===== config.mk =====
export PLATFORM = sky130hd
export DESIGN_NAME = rdmx_recv_be
export DESIGN_NICKNAME = d
export VERILOG_FILES = /design/src/rtl/rdmx_pkg.sv /design/src/rtl/rdmx_wstrb_gen.sv /design/src/rtl/rdmx_recv_be.sv
export SDC_FILE = /design/constraint.sdc
export NUM_CORES = 1
export LEC_CHECK = 0
export BUFFER_PORTS_ARGS = -buffer_cell sky130_fd_sc_hd__buf_2
export CAP_MARGIN = 10
export CORE_AREA = 2 2 532 534
export CTS_CLUSTER_DIAMETER = 200
export DETAILED_ROUTE_END_ITERATION = 8
export DIE_AREA = 0 0 534 536
export GPL_TIMING_DRIVEN = 0
export PLACE_DENSITY_LB_ADDON = 0.25
export SYNTH_ARGS = -nofsm -noshare
export SYNTH_HDL_FRONTEND = slang
export SYNTH_SLANG_ARGS = --single-unit

===== constraint.sdc =====
create_clock -name clk -period 6.1 [get_ports clk]
set_input_delay 1.525 -clock clk [delete_from_list [all_inputs] [get_ports clk]]
set_output_delay 1.525 -clock clk [all_outputs]
set_load 0.03 [all_outputs]

===== src/rtl/rdmx_pkg.sv =====
// Shared types and derivations for the RDMX receive back end.
package rdmx_pkg;

  typedef enum logic [1:0] {
    IDLE   = 2'd0,
    AWDATA = 2'd1,
    DRAIN  = 2'd2
  } rdmx_state_e;

  localparam logic [1:0] AXI_BURST_INCR = 2'b01;
  localparam logic [1:0] AXI_RESP_OKAY  = 2'b00;

  // Longest burst an AXI4 INCR transfer can describe
  localparam int unsigned MAX_BEATS = 256;

  function automatic int unsigned bytes_per_beat(input int unsigned dw);
    return dw / 8;
  endfunction

  function automatic int unsigned awsize_of(input int unsigned dw);
    return $clog2(dw / 8);
  endfunction

endpackage


===== src/rtl/rdmx_wstrb_gen.sv =====
// Last-beat byte strobe: low 'plen_rem' bytes enabled, or all bytes when the
// packet length is a whole number of beats (remainder zero).
module rdmx_wstrb_gen
  import rdmx_pkg::*;
#(
  parameter  int unsigned DW  = 512,
  localparam int unsigned BPB = bytes_per_beat(DW),
  localparam int unsigned RW  = (awsize_of(DW) == 0) ? 1 : awsize_of(DW)
) (
  input  logic [RW-1:0]  plen_rem,
  output logic [BPB-1:0] last_strb
);

  logic rem_zero;
  assign rem_zero = (plen_rem == '0);

  for (genvar gi = 0; gi < BPB; gi++) begin : g_strb
    assign last_strb[gi] = rem_zero || (RW'(gi) < plen_rem);
  end

endmodule


===== src/rtl/rdmx_recv_be.sv =====
// Receive back end: turns (length, address, payload) AXI-Stream packets into
// single AXI4 INCR write bursts, with outstanding-burst limiting and sticky
// error reporting.
module rdmx_recv_be
  import rdmx_pkg::*;
#(
  parameter int unsigned DW      = 512,
  parameter int unsigned AW      = 64,
  parameter int unsigned UW      = 32,
  parameter int unsigned MAX_OUT = 16
) (
  input  logic            clk,
  input  logic            resetn,
  input  logic [15:0]     AXIS_PLEN_TDATA,
  input  logic            AXIS_PLEN_TVALID,
  output logic            AXIS_PLEN_TREADY,
  input  logic [AW-1:0]   AXIS_ADDR_TDATA,
  input  logic [UW-1:0]   AXIS_ADDR_TUSER,
  input  logic            AXIS_ADDR_TVALID,
  output logic            AXIS_ADDR_TREADY,
  input  logic [DW-1:0]   AXIS_DATA_TDATA,
  input  logic            AXIS_DATA_TLAST,
  input  logic            AXIS_DATA_TVALID,
  output logic            AXIS_DATA_TREADY,
  output logic [AW-1:0]   M_AXI_AWADDR,
  output logic [UW-1:0]   M_AXI_AWUSER,
  output logic [7:0]      M_AXI_AWLEN,
  output logic [2:0]      M_AXI_AWSIZE,
  output logic [1:0]      M_AXI_AWBURST,
  output logic [3:0]      M_AXI_AWID,
  output logic            M_AXI_AWVALID,
  input  logic            M_AXI_AWREADY,
  output logic [DW-1:0]   M_AXI_WDATA,
  output logic [DW/8-1:0] M_AXI_WSTRB,
  output logic            M_AXI_WLAST,
  output logic            M_AXI_WVALID,
  input  logic            M_AXI_WREADY,
  input  logic [1:0]      M_AXI_BRESP,
  input  logic            M_AXI_BVALID,
  output logic            M_AXI_BREADY,
  output logic            err_plen,
  output logic            err_tlast,
  output logic            err_bresp,
  output logic [31:0]     packets_written
);

  localparam int unsigned BPB = bytes_per_beat(DW);
  localparam int unsigned SZ  = awsize_of(DW);
  localparam int unsigned RW  = (SZ == 0) ? 1 : SZ;
  localparam logic [7:0]  OUT_LIMIT = 8'(MAX_OUT);

  rdmx_state_e       state_reg, state_next;
  logic [AW-1:0]     awaddr_reg;
  logic [UW-1:0]     awuser_reg;
  logic [7:0]        awlen_reg;
  logic              awvalid_reg;
  logic [RW-1:0]     plen_rem_reg;
  logic [7:0]        beat_cnt_reg;
  logic              w_done_reg;
  logic [7:0]        out_cnt_reg;
  logic              err_plen_reg, err_tlast_reg, err_bresp_reg;
  logic [31:0]       pkt_cnt_reg;

  logic [16:0]       beats_calc;
  logic              plen_zero, too_long, accept;
  logic              w_active, wlast, aw_hs, w_hs, b_hs;
  logic              aw_done_now, w_done_now;
  logic [BPB-1:0]    last_strb;

  // Beat count of the offered packet, wide enough for any 16-bit length
  assign beats_calc = (17'(AXIS_PLEN_TDATA) + 17'(BPB - 1)) >> SZ;
  assign plen_zero  = (AXIS_PLEN_TDATA == 16'd0);
  assign too_long   = (beats_calc > 17'(MAX_BEATS));

  // Length and address are taken together, and only with room for another burst
  assign accept = resetn && (state_reg == IDLE) && AXIS_PLEN_TVALID &&
                  AXIS_ADDR_TVALID && (out_cnt_reg < OUT_LIMIT);

  // W side is a straight wire to the stream while the burst still wants beats
  assign w_active = resetn && (state_reg == AWDATA) && !w_done_reg;
  assign wlast    = w_active && (beat_cnt_reg == awlen_reg);
  assign aw_hs    = M_AXI_AWVALID && M_AXI_AWREADY;
  assign w_hs     = M_AXI_WVALID && M_AXI_WREADY;
  assign b_hs     = M_AXI_BVALID && M_AXI_BREADY;

  // The two channels may finish in either order; leave only when both have
  assign aw_done_now = !awvalid_reg || aw_hs;
  assign w_done_now  = w_done_reg || (w_hs && wlast);

  rdmx_wstrb_gen #(.DW(DW)) u_wstrb_gen (
    .plen_rem  (plen_rem_reg),
    .last_strb (last_strb)
  );

  assign AXIS_PLEN_TREADY = accept;
  assign AXIS_ADDR_TREADY = accept;
  assign AXIS_DATA_TREADY = (w_active && M_AXI_WREADY) ||
                            (resetn && (state_reg == DRAIN));

  assign M_AXI_AWADDR  = awaddr_reg;
  assign M_AXI_AWUSER  = awuser_reg;
  assign M_AXI_AWLEN   = awlen_reg;
  assign M_AXI_AWSIZE  = 3'(SZ);
  assign M_AXI_AWBURST = AXI_BURST_INCR;
  assign M_AXI_AWID    = 4'd0;
  assign M_AXI_AWVALID = resetn && awvalid_reg;

  assign M_AXI_WDATA  = w_active ? AXIS_DATA_TDATA : '0;
  assign M_AXI_WSTRB  = !w_active ? '0 : (wlast ? last_strb : '1);
  assign M_AXI_WLAST  = wlast;
  assign M_AXI_WVALID = w_active && AXIS_DATA_TVALID;
  assign M_AXI_BREADY = resetn;

  assign err_plen        = err_plen_reg;
  assign err_tlast       = err_tlast_reg;
  assign err_bresp       = err_bresp_reg;
  assign packets_written = pkt_cnt_reg;

  // Next-state decode
  always_comb begin
    state_next = state_reg;
    unique case (state_reg)
      IDLE:    if (accept && !plen_zero) state_next = too_long ? DRAIN : AWDATA;
      AWDATA:  if (aw_done_now && w_done_now) state_next = IDLE;
      DRAIN:   if (AXIS_DATA_TVALID && AXIS_DATA_TLAST) state_next = IDLE;
      default: state_next = IDLE;
    endcase
  end

  // State register and per-burst control (latched request, beat tracking)
  always_ff @(posedge clk) begin
    if (!resetn) begin
      state_reg    <= IDLE;
      awaddr_reg   <= '0;
      awuser_reg   <= '0;
      awlen_reg    <= '0;
      awvalid_reg  <= 1'b0;
      plen_rem_reg <= '0;
      beat_cnt_reg <= '0;
      w_done_reg   <= 1'b0;
    end else begin
      state_reg <= state_next;
      if (accept) begin
        awaddr_reg   <= AXIS_ADDR_TDATA;
        awuser_reg   <= AXIS_ADDR_TUSER;
        awlen_reg    <= 8'(beats_calc - 17'd1);
        plen_rem_reg <= AXIS_PLEN_TDATA[RW-1:0];
        beat_cnt_reg <= '0;
        w_done_reg   <= 1'b0;
        awvalid_reg  <= !plen_zero && !too_long;
      end
      if (aw_hs) awvalid_reg <= 1'b0;
      if (w_hs) begin
        beat_cnt_reg <= beat_cnt_reg + 8'd1;
        if (wlast) w_done_reg <= 1'b1;
      end
    end
  end

  // Outstanding-burst count, sticky errors and completed-packet counter
  always_ff @(posedge clk) begin
    if (!resetn) begin
      out_cnt_reg   <= '0;
      err_plen_reg  <= 1'b0;
      err_tlast_reg <= 1'b0;
      err_bresp_reg <= 1'b0;
      pkt_cnt_reg   <= '0;
    end else begin
      unique case ({aw_hs, b_hs})
        2'b10:   out_cnt_reg <= out_cnt_reg + 8'd1;
        2'b01:   out_cnt_reg <= out_cnt_reg - 8'd1;
        default: out_cnt_reg <= out_cnt_reg;
      endcase
      if (accept && (plen_zero || too_long)) err_plen_reg <= 1'b1;
      if (w_hs && (AXIS_DATA_TLAST != wlast)) err_tlast_reg <= 1'b1;
      if (b_hs) begin
        if (M_AXI_BRESP != AXI_RESP_OKAY) err_bresp_reg <= 1'b1;
        else pkt_cnt_reg <= pkt_cnt_reg + 32'd1;
      end
    end
  end

endmodule


## Word level (Yosys, flattened, before mapping)

Index checks and enable logic that the tools add are counted.

| operators by class | value |
|---|---|
| $add $sub $neg | 6 |
| magnitude comparators | 66 |
| equal/unequal tests | 9 |
| muxes and demuxes | 14 |
| bitwise operators | 2 |
| reductions and logical operators | 103 |

Operators by type and width:

| kind | number |
|---|---|
| $mux 512 | 1 |
| $lt 6x6->1 const A | 32 |
| $mux 64 | 2 |
| $lt 5x6->1 const A | 16 |
| $logic_or 1x1->1 | 68 |
| $lt 4x6->1 const A | 8 |
| $add 32x1->32 const B | 1 |
| $lt 3x6->1 const A | 4 |
| $logic_and 1x1->1 | 21 |
| $add 16x6->17 const B | 1 |
| $add 8x1->8 const B | 2 |
| $logic_not 16->1 | 1 |
| $mux 8 | 2 |
| $pmux 8 s2 | 1 |
| $sub 8x1->8 const B | 2 |
| $lt 1x6->1 const A | 2 |
| $lt 2x6->1 const A | 2 |
| $gt 11x9->1 const B | 1 |
| $eq 8x8->1 | 1 |
| $lt 8x5->1 const B | 1 |
| $mux 2 | 4 |
| $logic_not 6->1 | 1 |
| $ne 2x1->1 const B | 3 |
| $pmux 2 s3 | 1 |
| other kinds (11) | 22 |

| word-level totals | value |
|---|---|
| register bits after elaboration | 165 |
| input bits | 635 |
| output and inout port bits | 731 |
| word-level logic and storage cells | 213 |

## Longest topological paths before layout

| depth | value |
|---|---|
| depth in word-level cells | 10 |
| mapped depth | 12 |
| mapped depth without buffers | 10 |

## Modules after synthesis

Synthesis repeated with hierarchy kept, for this count alone.

| unflattened totals | value |
|---|---|
| cells, all modules | 1664 |
| area, all modules | 11727.5 µm² |

By module, submodules not included:

| module | times used | cells each | area an instance (µm²) | seq. area each (µm²) |
|---|---|---|---|---|
| rdmx_recv_be | 1 | 1522 | 10974.3 | 3303.2 |
| rdmx_wstrb_gen | 1 | 142 | 753.2 | 0.0 |

## Worst setup path before layout

No wires, ideal clock.

| timing | value |
|---|---|
| path kind | input to output |
| start | in resetn |
| end | out M_AXI_WSTRB[8] |
| arrival | 3114 ps |
| data required time | 4575 ps |
| setup slack | 1461 ps |
| stages | 7 |
| buffers on the path | 3 |
| cells stage by stage | nand4bb_1 -> clkbuf_1 -> inv_1 -> buf_2 -> clkbuf_1 -> o21ai_0 -> a31oi_1 |

| between the ends | value |
|---|---|
| longest elaborated chain between the ends | 5 |

Ends and longest elaborated chain:

| what | line | RTL |
|---|---|---|
| from (decl) | rdmx_recv_be.sv:13 | `input logic resetn,` |
| $logic_and 1x1->1 * (2 in series) | rdmx_recv_be.sv:80 | `assign w_active = resetn && (state_reg == AWDATA) && !w_done_reg;` |
| $logic_and 1x1->1 | rdmx_recv_be.sv:81 | `assign wlast = w_active && (beat_cnt_reg == awlen_reg);` |
| $mux 64 | rdmx_recv_be.sv:109 | `assign M_AXI_WSTRB = !w_active ? '0 : (wlast ? last_strb : '1);` |
| $mux 64 * | rdmx_recv_be.sv:109 |  |
| to (decl) | rdmx_recv_be.sv:34 | `output logic [DW/8-1:0] M_AXI_WSTRB,` |

Mark *: on every way between the ends. The rest lies on a longest branch, timed or not.

## Final worst setup path

| timing | value |
|---|---|
| start | in resetn |
| end | out M_AXI_WDATA[9] |

| between the ends | value |
|---|---|
| longest elaborated chain between the ends | 3 |

Ends and longest elaborated chain:

| what | line | RTL |
|---|---|---|
| $logic_and 1x1->1 (2 in series) | rdmx_recv_be.sv:80 |  |
| $mux 512 | rdmx_recv_be.sv:108 | `assign M_AXI_WDATA = w_active ? AXIS_DATA_TDATA : '0;` |
| to (decl) | rdmx_recv_be.sv:33 | `output logic [DW-1:0] M_AXI_WDATA,` |

Every way passes these cells.

==> summary.txt <==
Critical Path Slowest Stage Cell = clkbuf_1
total number of vias = 17591
CP Launch Type = input port
WP data required = 4.58 ns
# setup viols final = 0
cell taking the most area after synthesis = dfxtp_1
Root Driver = clkbuf_16
Core Box Area = 281000 um2
commonest non-fill, non-tap cell in the layout = buf_2
max FFs per register = 64
slew margin rel. = 20.6%
number of global-route vias before repair = 17760
fillers = 33414
top post-synthesis cells by area = dfxtp_1 (29%), and2_1 (29%), nand2_1 (8.6%), a21oi_1 (7.1%), clkbuf_1 (3.3%)
CP Buf/Inv Count = 6
Post-Layout Cell Count = 6791
Nets = 3640
Sink Count = 165
# IOs = 1366
Seq cells post-synth = 165
DR WL met3 = 19500 um
max cap viols = 0
cells along the critical path = buf_2, nand4bb_1, clkbuf_1, clkinvlp_4, buf_4, clkbuf_1, and2_1, buf_2
Chip Height = 536 um
worst-margin pin slew = 1.19 ns
number of placement rows = 195
Num CTS Buffers = 21
vias per std cell = 2.59
Finished Cell Area = 23700 um2
critical path endpoint category = primary output
final hold viol count = 0
initial antenna violation count = 107
run status = finished, final reports clean
drt first pass iters = 5
Post-Syn Instances = 1602
worst-case reg-to-reg path depth = 8
critical path's largest stage delay = 0.65 ns
area grow syn2layout = 110%
post-synth cell types = 64
final period utilization = 97.1%
share of synthesized registers carrying an async set or reset = 0%
CP Depth = 8
M1 WL = 74300 um
fraction of layout cells with a size suffix above 1 = 48.6%
Max H-tree Level = 4
Routed Wire Length = 203000 um
port buffer count = 1356
Starting Density = 4.02%
Post-synth EDFFs = 0
CP top delay family = buffers and inverters
Placer Congestion = 0.992
die area = 286000 um2
Worst-path clk slew = 0.06 ns
Yosys warnings = 0
Tot Pwr = 3.46 mW
dpl cell area = 22800 um2
Top Metal Used = met5
predominant post-synthesis flop cell = dfxtp_1
static leakage = 11.6 nW
CP arrival = 4.40 ns
total grt overflow = 0
max-slew violation count = 0
Detail Route Antenna Nets = 0
syn_area_per_cell = 7.04 um2
Initial DRC Count = 1089
Seq/Total Area, Yosys = 29.3%
WS Path Type = input port to primary output
DP HPWL = 188000 um
maximum vdd ir drop = 0.000128 V
WL/cell = 29.9 um
WL met2 = 99200 um
first-pass GRT wire length = 240000 um
most frequent cells in the layout = buf_2 (1372), and2_1 (524), nand2_1 (257), dfxtp_1 (165), a21oi_1 (160)
Die X = 534 um
max frequency = 0.169 GHz
Post-Syn Area = 11300 um2
Setup TNS Final = 0 ns
clk buf depth = 3
CTS tree = yes
Pwr per Cell Area = 146 nW/um2
Hold Path Depth = 2
clock skew = 0.0389 ns
DR DRC count = 0
placed cells = 6711
largest net degree at the start of global routing = 20
CP Max Fanout = 10
worst hold path class = flop to flop
min cycle time layout = 5.92 ns
Post-CTS Hold Buffers = 0
clk_lat worst skew = 0.58 ns
top-area cell type share of the netlist area = 29.3%
GRT Overall Usage = 13.5%
-- layer usage --
metal  global-route usage [%]  vias to the layer above
met3                     5.29                      214
li1                         -                     7946
met1                     14.5                     8370
met5                        0                        -
met4                     5.86                       30
met2                     23.5                     1031
-- power by group --
part	switching (mW)	internal [mW]
registers	0.0231	1.11
logic	0.562	0.270
clock network	0.671	0.828
total	1.26	2.21
-- final timing paths --
check / start / endpoint / slack (ns)
worst min register to register: M_AXI_AWADDR[23]$_SDFFE_PN0P_ / M_AXI_AWADDR[23]$_SDFFE_PN0P_ / 0.45
worst max-delay path: resetn / M_AXI_WDATA[9] / 0.18
worst min-delay path: M_AXI_AWADDR[23]$_SDFFE_PN0P_ / M_AXI_AWADDR[23]$_SDFFE_PN0P_ / 0.45
worst max register to register: out_cnt_reg[4]$_SDFFE_PN0P_ / M_AXI_AWADDR[26]$_SDFFE_PN0P_ / 2.94
-- synth_stat cells (3+ instances only) --
library cell,instances
o21a_1,3
or3_1,6
a21oi_1,160
o21ai_1,3
clkbuf_1,99
o21ai_2,3
a31oi_1,9
xor2_1,24
and4_1,6
and3_1,9
xnor2_1,17
nor2b_1,6
buf_4,11
o21ai_0,20
buf_1,7
buf_2,16
a211oi_1,4
nand2_1,257
nand4_1,11
ha_1,11
inv_1,26
nor4_1,7
o21bai_1,4
nand3_1,23
o211ai_1,3
and2_1,524
or4_1,3
nor3b_1,3
nor3_1,16
nand2b_1,8
mux2i_1,14
dfxtp_1,165
nor4_2,5
nor2_1,79
-- timing repair --
action / CTS / global route
buffers inserted: 4 / 0
resized for setup: 11 / 2
endpoints found under the setup margin: 364 / 2
pin swaps: 1 / 0
-- worst reg2reg max path: cells and delay by family (launching register included) --
kind / cells / cell delay (ns)
buffers and inverters: 4 / 1.63
DFF: 1 / 0.35
and+or+nand+nor: 3 / 0.93
AOI/OAI and AO/OA: 1 / 0.15
-- layout make-up --
cell class | instances | area [um2] | share of cell area (%)
Buffer | 133 | 586 | 2.47
Multi-Input combinational cell | 1282 | 7330 | 30.9
Clock inverter | 10 | 160 | 0.676
Inverter | 27 | 108 | 0.454
Clock buffer | 23 | 553 | 2.33
Sequential cell | 165 | 3300 | 13.9
Tap cell | 3743 | 4680 | 19.8
Timing Repair Buffer | 1363 | 6870 | 29.0
Antenna cell | 45 | 113 | 0.475
-- logic make-up (layout without fill, tap and decap cells) --
family	after synthesis	after routing	share of synthesized area (%)
compound gates	224	224	11.1
xor+xnor	41	41	3.18
fa+ha+maj	12	12	1.40
buf+inv	162	1556	6.04
flops	165	165	29.3
mux	14	14	1.24
other cells	2	54	0.0666
simple gates	982	982	47.6
-- stage by stage --
stage / util, % / setup slack [ns] / hold WS, ns
CTS: 8.40 / 0.0391 / 0.455
floorplan: - / 1.46 / 0.441
global route: 8.42 / -0.00164 / 0.467
detailed placement: 8.13 / -1.61 / 0.446
global placement: 8.11 / -1.61 / 0.441
finish: 8.44 / 0.179 / 0.452
(Power assumes the default switching activity.)
